--- src/rtl/updn_cnt_pkg.sv ---
// ----------------------------------------------------------------------------
// updn_cnt_pkg
//
// Shared constants and parameter sanity helpers for the up/down counter
// family.
//
// Contents:
//   MODE_WRAP / MODE_SAT : encodings of the sat_mode input
//   DIR_DOWN  / DIR_UP   : encodings of the updn input
//   width_ok()           : WIDTH inside the supported 2..32 range
//   max_val_ok()         : MAX_VAL inside 1..2**WIDTH-1
//   rst_val_ok()         : RST_VAL not above MAX_VAL
//
// The helpers are pure constant functions.  The top module calls them from
// generate blocks so that an illegal parameter set stops elaboration.
// ----------------------------------------------------------------------------
package updn_cnt_pkg;

    // Boundary behaviour selected by sat_mode.
    localparam logic MODE_WRAP = 1'b0;
    localparam logic MODE_SAT  = 1'b1;

    // Count direction selected by updn.
    localparam logic DIR_DOWN = 1'b0;
    localparam logic DIR_UP   = 1'b1;

    // Supported counter widths.
    localparam int unsigned MIN_WIDTH = 2;
    localparam int unsigned MAX_WIDTH = 32;

    // True when the counter width is one the datapath is written for.
    function automatic bit width_ok(input int unsigned w);
        return (w >= MIN_WIDTH) && (w <= MAX_WIDTH);
    endfunction

    // True when the highest count fits in w bits and leaves a modulus of
    // at least two.  The 64-bit arithmetic keeps WIDTH = 32 from overflowing.
    function automatic bit max_val_ok(input int unsigned w,
                                      input longint unsigned m);
        return (m >= 64'd1) && (m <= ((64'd1 << w) - 64'd1));
    endfunction

    // True when the reset value is a reachable count.
    function automatic bit rst_val_ok(input longint unsigned m,
                                      input longint unsigned r);
        return r <= m;
    endfunction

endpackage : updn_cnt_pkg

--- src/rtl/updn_cnt_flag.sv ---
// ----------------------------------------------------------------------------
// updn_cnt_flag
//
// One sticky event flag.  The flag sets whenever set_i is high on a rising
// clock edge and stays set until clr_i clears it.  When set_i and clr_i are
// both high on the same edge the set wins, so an event is never lost to a
// coincident clear.  Reset is synchronous and active-high.
//
// Ports:
//   clk    in  rising-edge clock
//   rst    in  synchronous active-high reset, forces the flag to 0
//   set_i  in  event to capture
//   clr_i  in  clear request (lower priority than set_i)
//   flag_o out registered sticky flag
// ----------------------------------------------------------------------------
module updn_cnt_flag
    import updn_cnt_pkg::*;
(
    input  logic clk,
    input  logic rst,
    input  logic set_i,
    input  logic clr_i,
    output logic flag_o
);

    logic flag_q;
    logic flag_d;

    // Clear is applied first so that a simultaneous set overrides it.
    always_comb begin
        flag_d = flag_q;
        if (clr_i) begin
            flag_d = 1'b0;
        end
        if (set_i) begin
            flag_d = 1'b1;
        end
    end

    always_ff @(posedge clk) begin
        if (rst) begin
            flag_q <= 1'b0;
        end else begin
            flag_q <= flag_d;
        end
    end

    assign flag_o = flag_q;

endmodule : updn_cnt_flag

--- src/rtl/updown_counter_mod.sv ---
// ----------------------------------------------------------------------------
// updown_counter_mod
//
// Modulo-(MAX_VAL+1) up/down counter with synchronous load, count enable and
// a run-time choice between wrapping and saturating at the boundaries.  Used
// as the common counter primitive for timers, pointers and event counters.
//
// Parameters:
//   WIDTH   counter width, 2..32
//   MAX_VAL highest count value, 1..2**WIDTH-1
//   RST_VAL count loaded by reset, must not exceed MAX_VAL
//
// Ports:
//   clk       in   rising-edge clock
//   rst       in   synchronous active-high reset
//   en        in   count enable
//   updn      in   direction, 1 = up, 0 = down
//   load      in   synchronous load strobe (beats en)
//   load_val  in   value to load, clamped to MAX_VAL
//   sat_mode  in   1 = saturate at the boundaries, 0 = wrap
//   count     out  registered count
//   tc        out  combinational terminal count (step about to cross)
//   ovf       out  registered pulse after an up-step taken at MAX_VAL
//   udf       out  registered pulse after a down-step taken at 0
//
// Optional build macro UPDN_CNT_STICKY_EN adds:
//   flag_clr   in   clears both sticky flags (a coincident event wins)
//   sticky_ovf out  set by any overflow event, held until cleared
//   sticky_udf out  set by any underflow event, held until cleared
//
// Edge priority is rst > load > en > hold.
// ----------------------------------------------------------------------------
module updown_counter_mod
    import updn_cnt_pkg::*;
#(
    parameter int unsigned     WIDTH   = 8,
    parameter longint unsigned MAX_VAL = (64'd1 << WIDTH) - 64'd1,
    parameter longint unsigned RST_VAL = 64'd0
) (
    input  logic             clk,
    input  logic             rst,
    input  logic             en,
    input  logic             updn,
    input  logic             load,
    input  logic [WIDTH-1:0] load_val,
    input  logic             sat_mode,
`ifdef UPDN_CNT_STICKY_EN
    input  logic             flag_clr,
    output logic             sticky_ovf,
    output logic             sticky_udf,
`endif
    output logic [WIDTH-1:0] count,
    output logic             tc,
    output logic             ovf,
    output logic             udf
);

    // ------------------------------------------------------------------------
    // Elaboration-time parameter checks
    // ------------------------------------------------------------------------
    if (!width_ok(WIDTH)) begin : g_bad_width
        $error("updown_counter_mod: WIDTH must be in 2..32");
    end
    if (!max_val_ok(WIDTH, MAX_VAL)) begin : g_bad_max_val
        $error("updown_counter_mod: MAX_VAL must be in 1..2**WIDTH-1");
    end
    if (!rst_val_ok(MAX_VAL, RST_VAL)) begin : g_bad_rst_val
        $error("updown_counter_mod: RST_VAL must not exceed MAX_VAL");
    end

    localparam logic [WIDTH-1:0] MAX_C = WIDTH'(MAX_VAL);
    localparam logic [WIDTH-1:0] RST_C = WIDTH'(RST_VAL);

    logic [WIDTH-1:0] count_q;
    logic [WIDTH-1:0] count_d;
    logic             ovf_q;
    logic             ovf_d;
    logic             udf_q;
    logic             udf_d;

    logic at_max;
    logic at_zero;

    assign at_max  = (count_q == MAX_C);
    assign at_zero = (count_q == '0);

    // ------------------------------------------------------------------------
    // Next-state logic
    // ------------------------------------------------------------------------
    // Boundary steps are detected on the current count rather than by
    // letting the adder roll over, so the modulus is MAX_VAL+1 even when
    // MAX_VAL is not all ones.  The event pulses are raised for every step
    // taken at a boundary, whether the count wraps or saturates.
    always_comb begin
        count_d = count_q;
        ovf_d   = 1'b0;
        udf_d   = 1'b0;

        if (load) begin
            count_d = (load_val > MAX_C) ? MAX_C : load_val;
        end else if (en) begin
            if (updn == DIR_UP) begin
                if (at_max) begin
                    ovf_d   = 1'b1;
                    count_d = (sat_mode == MODE_SAT) ? MAX_C : '0;
                end else begin
                    count_d = count_q + 1'b1;
                end
            end else begin
                if (at_zero) begin
                    udf_d   = 1'b1;
                    count_d = (sat_mode == MODE_SAT) ? '0 : MAX_C;
                end else begin
                    count_d = count_q - 1'b1;
                end
            end
        end
    end

    // ------------------------------------------------------------------------
    // State registers
    // ------------------------------------------------------------------------
    always_ff @(posedge clk) begin
        if (rst) begin
            count_q <= RST_C;
            ovf_q   <= 1'b0;
            udf_q   <= 1'b0;
        end else begin
            count_q <= count_d;
            ovf_q   <= ovf_d;
            udf_q   <= udf_d;
        end
    end

    assign count = count_q;
    assign ovf   = ovf_q;
    assign udf   = udf_q;

    // Terminal count looks ahead: it is high in the cycle whose edge will
    // take a boundary step, in either boundary mode.
    assign tc = en & ~load & ((updn & at_max) | (~updn & at_zero));

    // ------------------------------------------------------------------------
    // Optional sticky event flags
    // ------------------------------------------------------------------------
    // The flags capture the step events themselves (ovf_d / udf_d), so a
    // sticky flag rises in the same cycle as its pulse and a flag_clr that
    // lands on the same edge as a new event cannot erase it.
`ifdef UPDN_CNT_STICKY_EN
    updn_cnt_flag u_sticky_ovf (
        .clk    (clk),
        .rst    (rst),
        .set_i  (ovf_d),
        .clr_i  (flag_clr),
        .flag_o (sticky_ovf)
    );

    updn_cnt_flag u_sticky_udf (
        .clk    (clk),
        .rst    (rst),
        .set_i  (udf_d),
        .clr_i  (flag_clr),
        .flag_o (sticky_udf)
    );
`endif

endmodule : updown_counter_mod

--- config.mk ---
export PLATFORM = sky130hd
export DESIGN_NAME = updown_counter_mod
export DESIGN_NICKNAME = d
export VERILOG_FILES = /design/src/rtl/updn_cnt_pkg.sv /design/src/rtl/updn_cnt_flag.sv /design/src/rtl/updown_counter_mod.sv
export SDC_FILE = /design/constraint.sdc
export NUM_CORES = 1
export LEC_CHECK = 0
export CAP_MARGIN = 20
export CELL_PAD_IN_SITES_DETAIL_PLACEMENT = 0
export CELL_PAD_IN_SITES_GLOBAL_PLACEMENT = 1
export CORE_ASPECT_RATIO = 1.25
export CORE_UTILIZATION = 34
export DETAILED_ROUTE_END_ITERATION = 6
export MAX_ROUTING_LAYER = met4
export PLACE_DENSITY = 0.78
export SYNTH_ARGS = -nofsm -noshare
export SYNTH_HDL_FRONTEND = slang
export SYNTH_SLANG_ARGS = --single-unit
--- constraint.sdc ---
create_clock -name clk -period 1.95 [get_ports clk]
set_clock_uncertainty 0.05 [all_clocks]
set_input_delay 0.195 -clock clk [delete_from_list [all_inputs] [get_ports clk]]
set_output_delay 0.195 -clock clk [all_outputs]
set_load 0.1 [all_outputs]
---- Yosys cells after proc, flatten, opt, wreduce, memory -nomap -nowiden ----
Index checks and enable logic that the tools add are counted.
word-level totals
  output and inout bits ................... 11
  input port bits ......................... 14
  memory bits (read-only) ................. 0
  memories ................................ 0
  logic and storage cells ................. 29
  bits in latches ......................... 0
  bits in registers ....................... 10
  bits in writable memories ............... 0
operators by class
  reductions and logical operators ........ 4
  bitwise operators ....................... 8
  divide/modulo/power cells ............... 0
  shifts and indexed selects .............. 0
  equal/unequal tests ..................... 1
  order comparisons ....................... 1
  multiply operators ...................... 0
  $add $sub $neg .......................... 2
  multiplexer cells ....................... 10
operator list
  cell                 number
  $mux 8               8
  $add 8x1->8 const B  1
  $eq 8x8->1 const B   1
  $gt 8x8->1 const B   1
  $logic_not 8->1      1
  $reduce_or 4->1      2
  $sub 8x1->8 const B  1
  $and 1x1->1          4
  $not 1->1            3
  $mux 1               2
  $reduce_bool 2->1    1
  $or 1x1->1           1

---- Longest topological paths before layout ----
  depth after elaboration ................. 5
  depth in mapped cells ................... 7
  mapped depth without buffers ............ 7

---- Least setup slack after synthesis ----
No wires, ideal clock.
  path kind ............................... reg-to-output
  from .................................... register count_q[1], in the netlist count[1]
  to ...................................... output port tc
  buffers on the path ..................... 1
  required time ........................... 1.705 ns
  stages on the path, launching flop included .. 8
  setup slack ............................. -1.620 ns
  arrival time ............................ 3.325 ns
  cells stage by stage .................... dfxtp_1 -> ha_1 -> and3_2 -> clkbuf_1 -> nand3_1 -> nor2_1 -> a21oi_1 -> nor2_1
on the way
  cells in the longest elaborated chain, start to end .. 4
  elaborated cells on any way between the ends .. 6
  classes of those cells .................. eq/ne: 1; bitwise: 4; reduce/logical: 1
ends and longest elaborated chain
  item                                           RTL line                                            source
  start, declared                                updown_counter_mod.sv:74                            logic [WIDTH-1:0] count_q;
  start signal, assigned                         updown_counter_mod.sv:129                           count_q <= count_d;
  $eq 8x8->1 or $logic_not 8->1 (tied branches)  updown_counter_mod.sv:84, updown_counter_mod.sv:85
  $and 1x1->1                                    updown_counter_mod.sv:141                           assign tc = en & ~load & ((updn & at_max) | (~updn & at_zero));
  $or 1x1->1 *                                   updown_counter_mod.sv:141
  $and 1x1->1 *                                  updown_counter_mod.sv:141
  end, declared                                  updown_counter_mod.sv:53                            output logic tc,
Every way passes the cells marked *; elsewhere a longest branch is shown, timed or not.

---- Worst setup path after layout ----
  from .................................... register count_q[4], in the netlist count[4]
  to ...................................... output port tc
The elaborated chain is that of the path after synthesis.

==> run_results.csv <==
group,metric,value,unit
yosys,synth_edf_count,0,
clock_tree,cts-htree-levels,1,
drt,wirelength,2940,microns
yosys,seq_area_frac_synth,0.208,
yosys,ys_async_sr_fraction,0,
yosys,synth_seq_cells,10,
yosys,syn_nets,147,
power_and_ir_drop,p_int,0.472,mW
timing,worst_slew_pin_slew,0.459,ns
global_route,grt_pass1_vias,942,
clock_tree,hold_buffers,0,
timing,worst_slack,-0.0165,ns
drt,vias_per_cell,5.54,
power_and_ir_drop,irDropWorstVdd,0.381,mV
global_route,grt_max_degree,14,
yosys,syn-cell-area,963,sq um
clock_tree,root_buffer,"clkbuf_4",
status,failed_checks,"setup timing",
timing,fmax,0.509,GHz
drt,dr.pass1.iters,4,
floorplan,ios,25,
critical_path,startpoint_type,"flop",
cells_and_area,fin_cells,196,
critical_path,worstPathRequired,1.70,ns
yosys,ys_types,47,
floorplan,fp.coreArea,0.00268,sq mm
power_and_ir_drop,p_leak,0.555,nW
floorplan,start_util,0.359,
cells_and_area,fillerInstances,269,
timing,post-route-min-period,1.97,ns
place,routabilityCongestion,0.868,
timing,setup_tns,-0.0165,ns
cells_and_area,layout.area.seq,225,sq um
power_and_ir_drop,pwr-share-clk,0.188,
yosys,synth_ff_type,"dfxtp_1",
min_path,hp-class,"primary input to flop",
yosys,yosys_warnings,0,
clock_tree,cts_tree,"yes",
cells_and_area,mostFrequentLayoutCells,"23 x buf_4, 15 x nor2_1, 13 x clkdlybuf4s50_1",
clock_tree,clkTransAtPathRegs,0.07,ns
timing,setup_viol,1,
drt,route.detailed.drc,0,
power_and_ir_drop,p_sw_frac,0.441,
drt,wl_per_cell,15.0,microns
drt,drt_iter0_markers,29,
clock_tree,clk_path_buf_depth,2,
yosys,synthCells,130,
cells_and_area,drive_above_1_share,0.377,
clock_tree,clock_latency,0.28,ns
global_route,grt.overflow.total,0,
floorplan,die_area,0.00305,sq mm
drt,vias,1085,
place,portBuffers,24,
timing,hold_viol,0,
place,dpl.hpwl,2250,microns
cells_and_area,multi_input_area,772,sq um
floorplan,die_w,49.6,microns
status,outcome,"complete, but fails checks",
power_and_ir_drop,p_total,0.845,mW
power_and_ir_drop,power.density,589,mW/mm^2
drt,ant_nets,0,
place,placed_cells,185,
critical_path,worstSetupPathType,"flop to output port",
timing,holdWs,0.499,ns
cells_and_area,syn2layout_area_growth,49.0,%
timing,min_period_over_period,1.01,
cells_and_area,antenna_cells,0,
floorplan,num_rows,21,
timing,maxSlewHeadroom,0.693,
cells_and_area,layout_commonest_cell,"buf_4",
clock_tree,cts_buffers,3,
global_route,grt_pass1_wl,4720,microns
critical_path,cp-end-kind,"output port",
global_route,grt_antenna_before_repair,0,
power_and_ir_drop,pwr-share-comb,0.509,
floorplan,chipHeight,61.5,microns
timing,rsz0062_at_grt,"yes",
timing,drv_slew,0,
clock_tree,clock-sinks,10,
cells_and_area,final_nets,180,
global_route,grt_util_all_layers,0.214,
critical_path,cp.arrival,1.72,ns
power_and_ir_drop,p_sw,0.373,mW
power_and_ir_drop,seq_power_share,0.303,
yosys,post_synth.cell_area_avg,7.41,sq um
flow_run,maxCapViolCount,0,
critical_path,worstPathMaxFanout,4,
place,place_ws,-0.0513,ns
[power by group through the flow]
stage          combinational [mW]  clock, mW  sequential [mW]
4_1_cts                     0.379      0.167            0.256
3_5_place_dp                0.374          0            0.261
2_1_floorplan               0.181          0            0.355
3_3_place_gp                0.375          0            0.259
5_1_grt                     0.459      0.182            0.260
6_report                    0.430      0.159            0.256
[registers in the layout, indices dropped and copies added, names as in the netlist]
signal,cells
count,8
udf,1
ovf,1
[cell usage after synthesis, types with 2 or more instances]
| library cell | instances | share of area |
|---|---|---|
| nor2_1 | 17 | 0.066 |
| o21ai_0 | 12 | 0.062 |
| dfxtp_1 | 10 | 0.21 |
| nand2_1 | 9 | 0.035 |
| nand3_1 | 8 | 0.042 |
| clkbuf_1 | 7 | 0.027 |
| inv_1 | 6 | 0.023 |
| a311oi_1 | 5 | 0.045 |
| ha_1 | 3 | 0.039 |
| nand2b_1 | 3 | 0.019 |
| or2_2 | 3 | 0.019 |
| xor2_1 | 3 | 0.027 |
| a21o_1 | 2 | 0.016 |
| a21oi_1 | 2 | 0.010 |
| a32oi_1 | 2 | 0.018 |
| and3_1 | 2 | 0.013 |
| mux2_2 | 2 | 0.023 |
| mux2i_1 | 2 | 0.021 |
| nand4_1 | 2 | 0.013 |
| nor3_1 | 2 | 0.010 |
| o21ai_1 | 2 | 0.010 |
[final cells by class]
| cell class | count | area share |
|---|---|---|
| Multi-Input combinational cell | 104 | 0.538 |
| Timing Repair Buffer | 38 | 0.239 |
| Sequential cell | 10 | 0.157 |
| Tap cell | 34 | 0.0296 |
| Clock buffer | 4 | 0.0183 |
| Inverter | 6 | 0.0183 |
[critical path: stages, from the launching register on]
cell     delay, ns
dfxtp_4       0.36
or4_4         0.54
nor3_4        0.16
a21oi_2       0.09
nor2_4        0.11
buf_12        0.18
[repair_timing]
item,4_1_cts,5_1_grt
buffers inserted,1,6
pin swaps,2,3
endpoints found under the setup margin,1,5
resized for setup,0,13
[per-layer routing]
metal,share of wire,vias to the layer above,wire length [microns],global-route usage
li1,-,542,-,-
met1,0.43,494,1260,0.251
met2,0.50,39,1460,0.346
met3,0.045,10,131,0.0568
met4,0.030,0,89,0.0939
met5,0,-,0,-
[cell families (layout without fill, tap and decap cells)]
| family | after synthesis | count (layout) | synth area share |
|---|---|---|---|
| AND/OR/NAND/NOR | 58 | 58 | 0.334 |
| AO/OA/AOI/OAI | 35 | 35 | 0.257 |
| buffers and inverters | 16 | 48 | 0.0818 |
| flip-flops | 10 | 10 | 0.208 |
| XOR/XNOR | 4 | 4 | 0.0364 |
| multiplexers | 4 | 4 | 0.0442 |
| adder cells (fa/ha/maj) | 3 | 3 | 0.0390 |
[stage by stage]
stage / cell area (sq um) / util
after floorplan: 1020 / -
after global placement: 1280 / 0.478
after detailed placement: 1280 / 0.478
after CTS: 1320 / 0.491
after global routing: 1440 / 0.535
final: 1440 / 0.535
[worst paths after layout]
check        endpoint  cells past startpoint  slack (ns)         from
max                tc                      5       -0.02     count[4]
min          count[6]                      3        0.50  load_val[6]
max reg2reg  count[2]                      8        0.14     count[0]
min reg2reg  count[4]                      2        0.50     count[4]
Note: power is estimated with default switching activity, not from simulation.
==> edit 1 (config.mk and constraints unchanged) <==
Build with the macro `UPDN_CNT_STICKY_EN` defined.
--- a/src/rtl/updown_counter_mod.sv
+++ b/src/rtl/updown_counter_mod.sv
@@ -32,2 +32,4 @@
 // ----------------------------------------------------------------------------
+`define UPDN_CNT_STICKY_EN
+
 module updown_counter_mod
Ports: changed (added flag_clr, sticky_ovf and sticky_udf); port bits go from 25 to 28. The function was not compared with the original's and may differ.
==> edit 1 against the unedited design <==
The run still ends with negative setup slack left. First-iteration DRC count rose by 34%. Power rose by 9.1%. Synthesized area rose by 10%. Design area rose by 20%. Sequential cell count rose by 2. Maximum frequency fell by 16%. Setup slack got worse by 0.37 ns. Routed wire length rose by 25%. Highest routed layer unchanged.
==> edit 1: results (changes against the unedited design) <==
Peak VDD IR 425 uV (was 381 uV); Nets 220 (was 180); 1st-iter DRT viols 39 (was 29); DR vias 1328 (was 1085); port bufs 27 (was 24); Non-Clock Inverter Count 8 (was 6); Leak 0.707 nW (was 0.555 nW); power per cell area 533 nW/um^2 (was 589 nW/um^2); FILL cells 284 (was 269); setup TNS -1.51 ns (was -0.0165 ns); DR WL met3 202 um (was 131 um); Clock buffer cells 3 (was 4); met3 GRT Util 0.0235 (was 0.0568); clk cell area share 0.0130 (was 0.0183); met2 WL post-DR 1880 um (was 1460 um); Yosys cell types 43 (was 47); Synth Area in XOR/XNOR 0.0247 (was 0.0364); die width 52.0 um (was 49.6 um); crit path DAT 2.09 ns (was 1.72 ns); Register Area 265 um^2 (was 225 um^2); buffering overhead 0.314 (was 0.239); Final Setup Violations 9 (was 1); final hold violations 0 (unchanged); multiplexer area fraction after synthesis 0.0506 (was 0.0442); sequential area share after synthesis 0.226 (was 0.208); syn nets 164 (was 147); Non-Clock Buffer Count 65 (was 38); final setup margin -0.389 ns (was -0.0165 ns); largest fanout on the critical path 2 (was 4); Finished Layout Cells 236 (was 196); DPL Wire Length 2750 um (was 2250 um); multi-input logic area 823 um^2 (was 772 um^2); WL/cell 15.5 um (was 15.0 um); dpl ws -0.110 ns (was -0.0513 ns); post-placement cell area 1590 um^2 (was 1280 um^2); DRT met1 WL 1560 um (was 1260 um); adder-cell share of the synthesized area 0.0353 (was 0.0390); clock sinks 12 (was 10); failing checks negative setup slack (unchanged); Hold Path Class flop to flop (was input port to flop); Cell Count Post-Placement 228 (was 185); status complete, but fails checks (unchanged); most frequent cells after synthesis nor2_1, a21oi_1, dfxtp_1 (was nor2_1, o21ai_0, dfxtp_1); GPL Wtd Cong 0.864 (was 0.868); total track usage 0.240 (was 0.214); pin count of the biggest net entering global routing 15 (was 14); multi-input gates 112 (was 104); GRT met2 Usage 0.407 (was 0.346)
==> edit 1: changes by cell type after synthesis, moves of 3 or more <==
cell,before,now
a21oi_1,2,13
nor3b_1,0,9
o21ai_0,12,2
nand3_1,8,3
or3_1,1,5
a311oi_1,5,0
nor3_1,2,5
xor2_1,3,0
clkbuf_1,7,11
==> edit 1: power by group <==
part           switching (mW)  leakage [nW]  internal (mW)
Combinational           0.277         0.591          0.205
Sequential             0.0211         0.103          0.260
Clock                  0.0864        0.0138         0.0717
==> edit 1: path summary, 6_finish.rpt <==
check	startpoint	end	slack, ns	depth (start not counted)
worst max-delay path	count[2]$_SDFFE_PP0P_	tc	-0.39	5
worst min-delay path	u_sticky_udf.flag_o$_SDFFE_PP0P_	u_sticky_udf.flag_o$_SDFFE_PP0P_	0.44	2
worst max register to register	count[2]$_SDFFE_PP0P_	count[4]$_SDFFE_PP0P_	-0.21	7
worst min register to register	u_sticky_udf.flag_o$_SDFFE_PP0P_	u_sticky_udf.flag_o$_SDFFE_PP0P_	0.44	2
==> edit 2 (same flow settings) <==
Without the edit above. Remove the register `udf_q`: a continuous assignment takes its place, so the output `udf` follows one clock earlier.
--- a/src/rtl/updown_counter_mod.sv
+++ b/src/rtl/updown_counter_mod.sv
@@ -126,3 +126,2 @@
             ovf_q   <= 1'b0;
-            udf_q   <= 1'b0;
         end else begin
@@ -130,5 +129,6 @@
             ovf_q   <= ovf_d;
-            udf_q   <= udf_d;
         end
     end
+
+    assign udf_q = udf_d;
 
Function: changed (Yosys sat finds a counterexample within 4 cycles, from zero or initial values and one cycle with rst high).
==> edit 2 against the unedited design <==
Routed wire length is 17% higher. Sequential cell count is 1 lower. Sequential power down 4%. Synthesized area up 13%. Power is 1.3% lower. Design area increased by 9.3%. Critical path type unchanged. Maximum frequency increased by 4.7%. Setup slack gained 0.088 ns. Sequential share of layout area shrank 2.5 points. Hold slack gained 0.034 ns.
==> edit 2: results (changes against the unedited design) <==
Root Buffer clkbuf_4 (unchanged); GRT overflow 0 (unchanged); TritonCTS Buffers 3 (unchanged); 1st-iter DRT viols 51 (was 29); multiplexer area fraction after synthesis 0.0196 (was 0.0442); crit path DAT 1.63 ns (was 1.72 ns); Cell Count Post-Placement 196 (was 185); Yosys cell types 59 (was 47); met1 Use GR 0.295 (was 0.251); GPL Wtd Cong 0.933 (was 0.868); most frequent cells after synthesis a21oi_1, nor2_1, dfxtp_1 (was nor2_1, o21ai_0, dfxtp_1); adder-cell share of the synthesized area 0.0346 (was 0.0390); share of post-route cells with drive strength above 1 0.387 (was 0.377); largest fanout on the critical path 8 (was 4); Area contributors post-synth dfxtp_1, nor3b_1, a21oi_1 (was dfxtp_1, nor2_1, o21ai_0); initial antenna violation count 0 (unchanged); slew at the pin closest to its max-slew limit 0.473 ns (was 0.459 ns); DR vias 1269 (was 1085); Peak VDD IR 366 uV (was 381 uV); dpl ws 0.0786 ns (was -0.0513 ns); status finished clean (was complete, but fails checks); Synth Area in Compound Gates 0.311 (was 0.257); vias in the first global route 1204 (was 942); Synth Area in XOR/XNOR 0.0323 (was 0.0364); Leak 0.639 nW (was 0.555 nW); syn nets 154 (was 147); Routed WL 3450 um (was 2940 um); Clk Latency, worst-skew pair 0.26 ns (was 0.28 ns); cell count after synthesis 137 (was 130); GRT met2 Usage 0.380 (was 0.346); met3 GRT Util 0.0208 (was 0.0568); sequential area share after synthesis 0.166 (was 0.208); DPL Wire Length 2490 um (was 2250 um); first-pass GRT wire length 5820 um (was 4720 um); Nets 191 (was 180); Finished Layout Cells 209 (was 196); pin count of the biggest net entering global routing 19 (was 14); total track usage 0.232 (was 0.214)
## edit 2: layer usage
| layer | vias to the layer above | part of all wire |
|---|---|---|
| met5 | - | 0 |
| met4 | 0 | 0.015 |
| met2 | 53 | 0.52 |
| met1 | 612 | 0.41 |
| li1 | 597 | - |
| met3 | 7 | 0.059 |
## edit 2: worst max-delay path: stages, from the launching register on
cell	delay, ns
dfxtp_4	0.38
nor4_4	0.34
and3_4	0.28
mux2i_4	0.08
nor2_4	0.12
buf_12	0.18
## edit 2: cell families (layout without fill, tap and decap cells)
group                    count (synthesis)  in the layout
flip-flops                               9              9
XOR/XNOR                                 4              4
buffers and inverters                   22             58
AO/OA/AOI/OAI                           43             43
AND/OR/NAND/NOR                         54             54
multiplexers                             2              2
adder cells (fa/ha/maj)                  3              3
## edit 2: what timing repair did
| action | 4_1_cts | 5_1_grt |
|---|---|---|
| buffers inserted | 5 | 4 |
| resized for setup | 1 | 3 |
| endpoints found under the setup margin | 2 | 2 |
| pin swaps | 2 | 5 |
## edit 2: cell type report
type	instances	area, um^2
clock buffer	4	26.3
multi-input combinational	106	851
timing repair buffer	46	407
sequential	9	208
fill	296	1430
inverter	8	32.5
tap	36	45.0
## edit 2: path summary, 6_finish.rpt
path / cells past startpoint / start / end / slack [ns]
max: 5 / count[4]$_SDFFE_PP0P_ / tc / 0.07
min: 3 / load_val[0] / count[0]$_SDFFE_PP0P_ / 0.53
max reg2reg: 7 / count[1]$_SDFFE_PP0P_ / count[5]$_SDFFE_PP0P_ / 0.20
min reg2reg: 2 / count[7]$_SDFFE_PP0P_ / count[7]$_SDFFE_PP0P_ / 0.62
## edit 2: report_power, final
part / total (mW) / switching, mW / internal [mW]
clock network: 0.153 / 0.0736 / 0.0791
logic: 0.434 / 0.257 / 0.178
registers: 0.246 / 0.0477 / 0.199
## edit 2: per-stage QoR
| stage | hold slack [ns] | area (um^2) | power [mW] | util |
|---|---|---|---|---|
| 3_5_place_dp | 0.601 | 1450 | 0.651 | 0.483 |
| 6_report | 0.533 | 1570 | 0.834 | 0.523 |
| 5_1_grt | 0.578 | 1570 | 0.883 | 0.523 |
| 3_3_place_gp | 0.587 | 1450 | 0.647 | 0.483 |
| 4_1_cts | 0.534 | 1520 | 0.830 | 0.508 |
| 2_1_floorplan | 0.330 | 1190 | 0.558 | - |
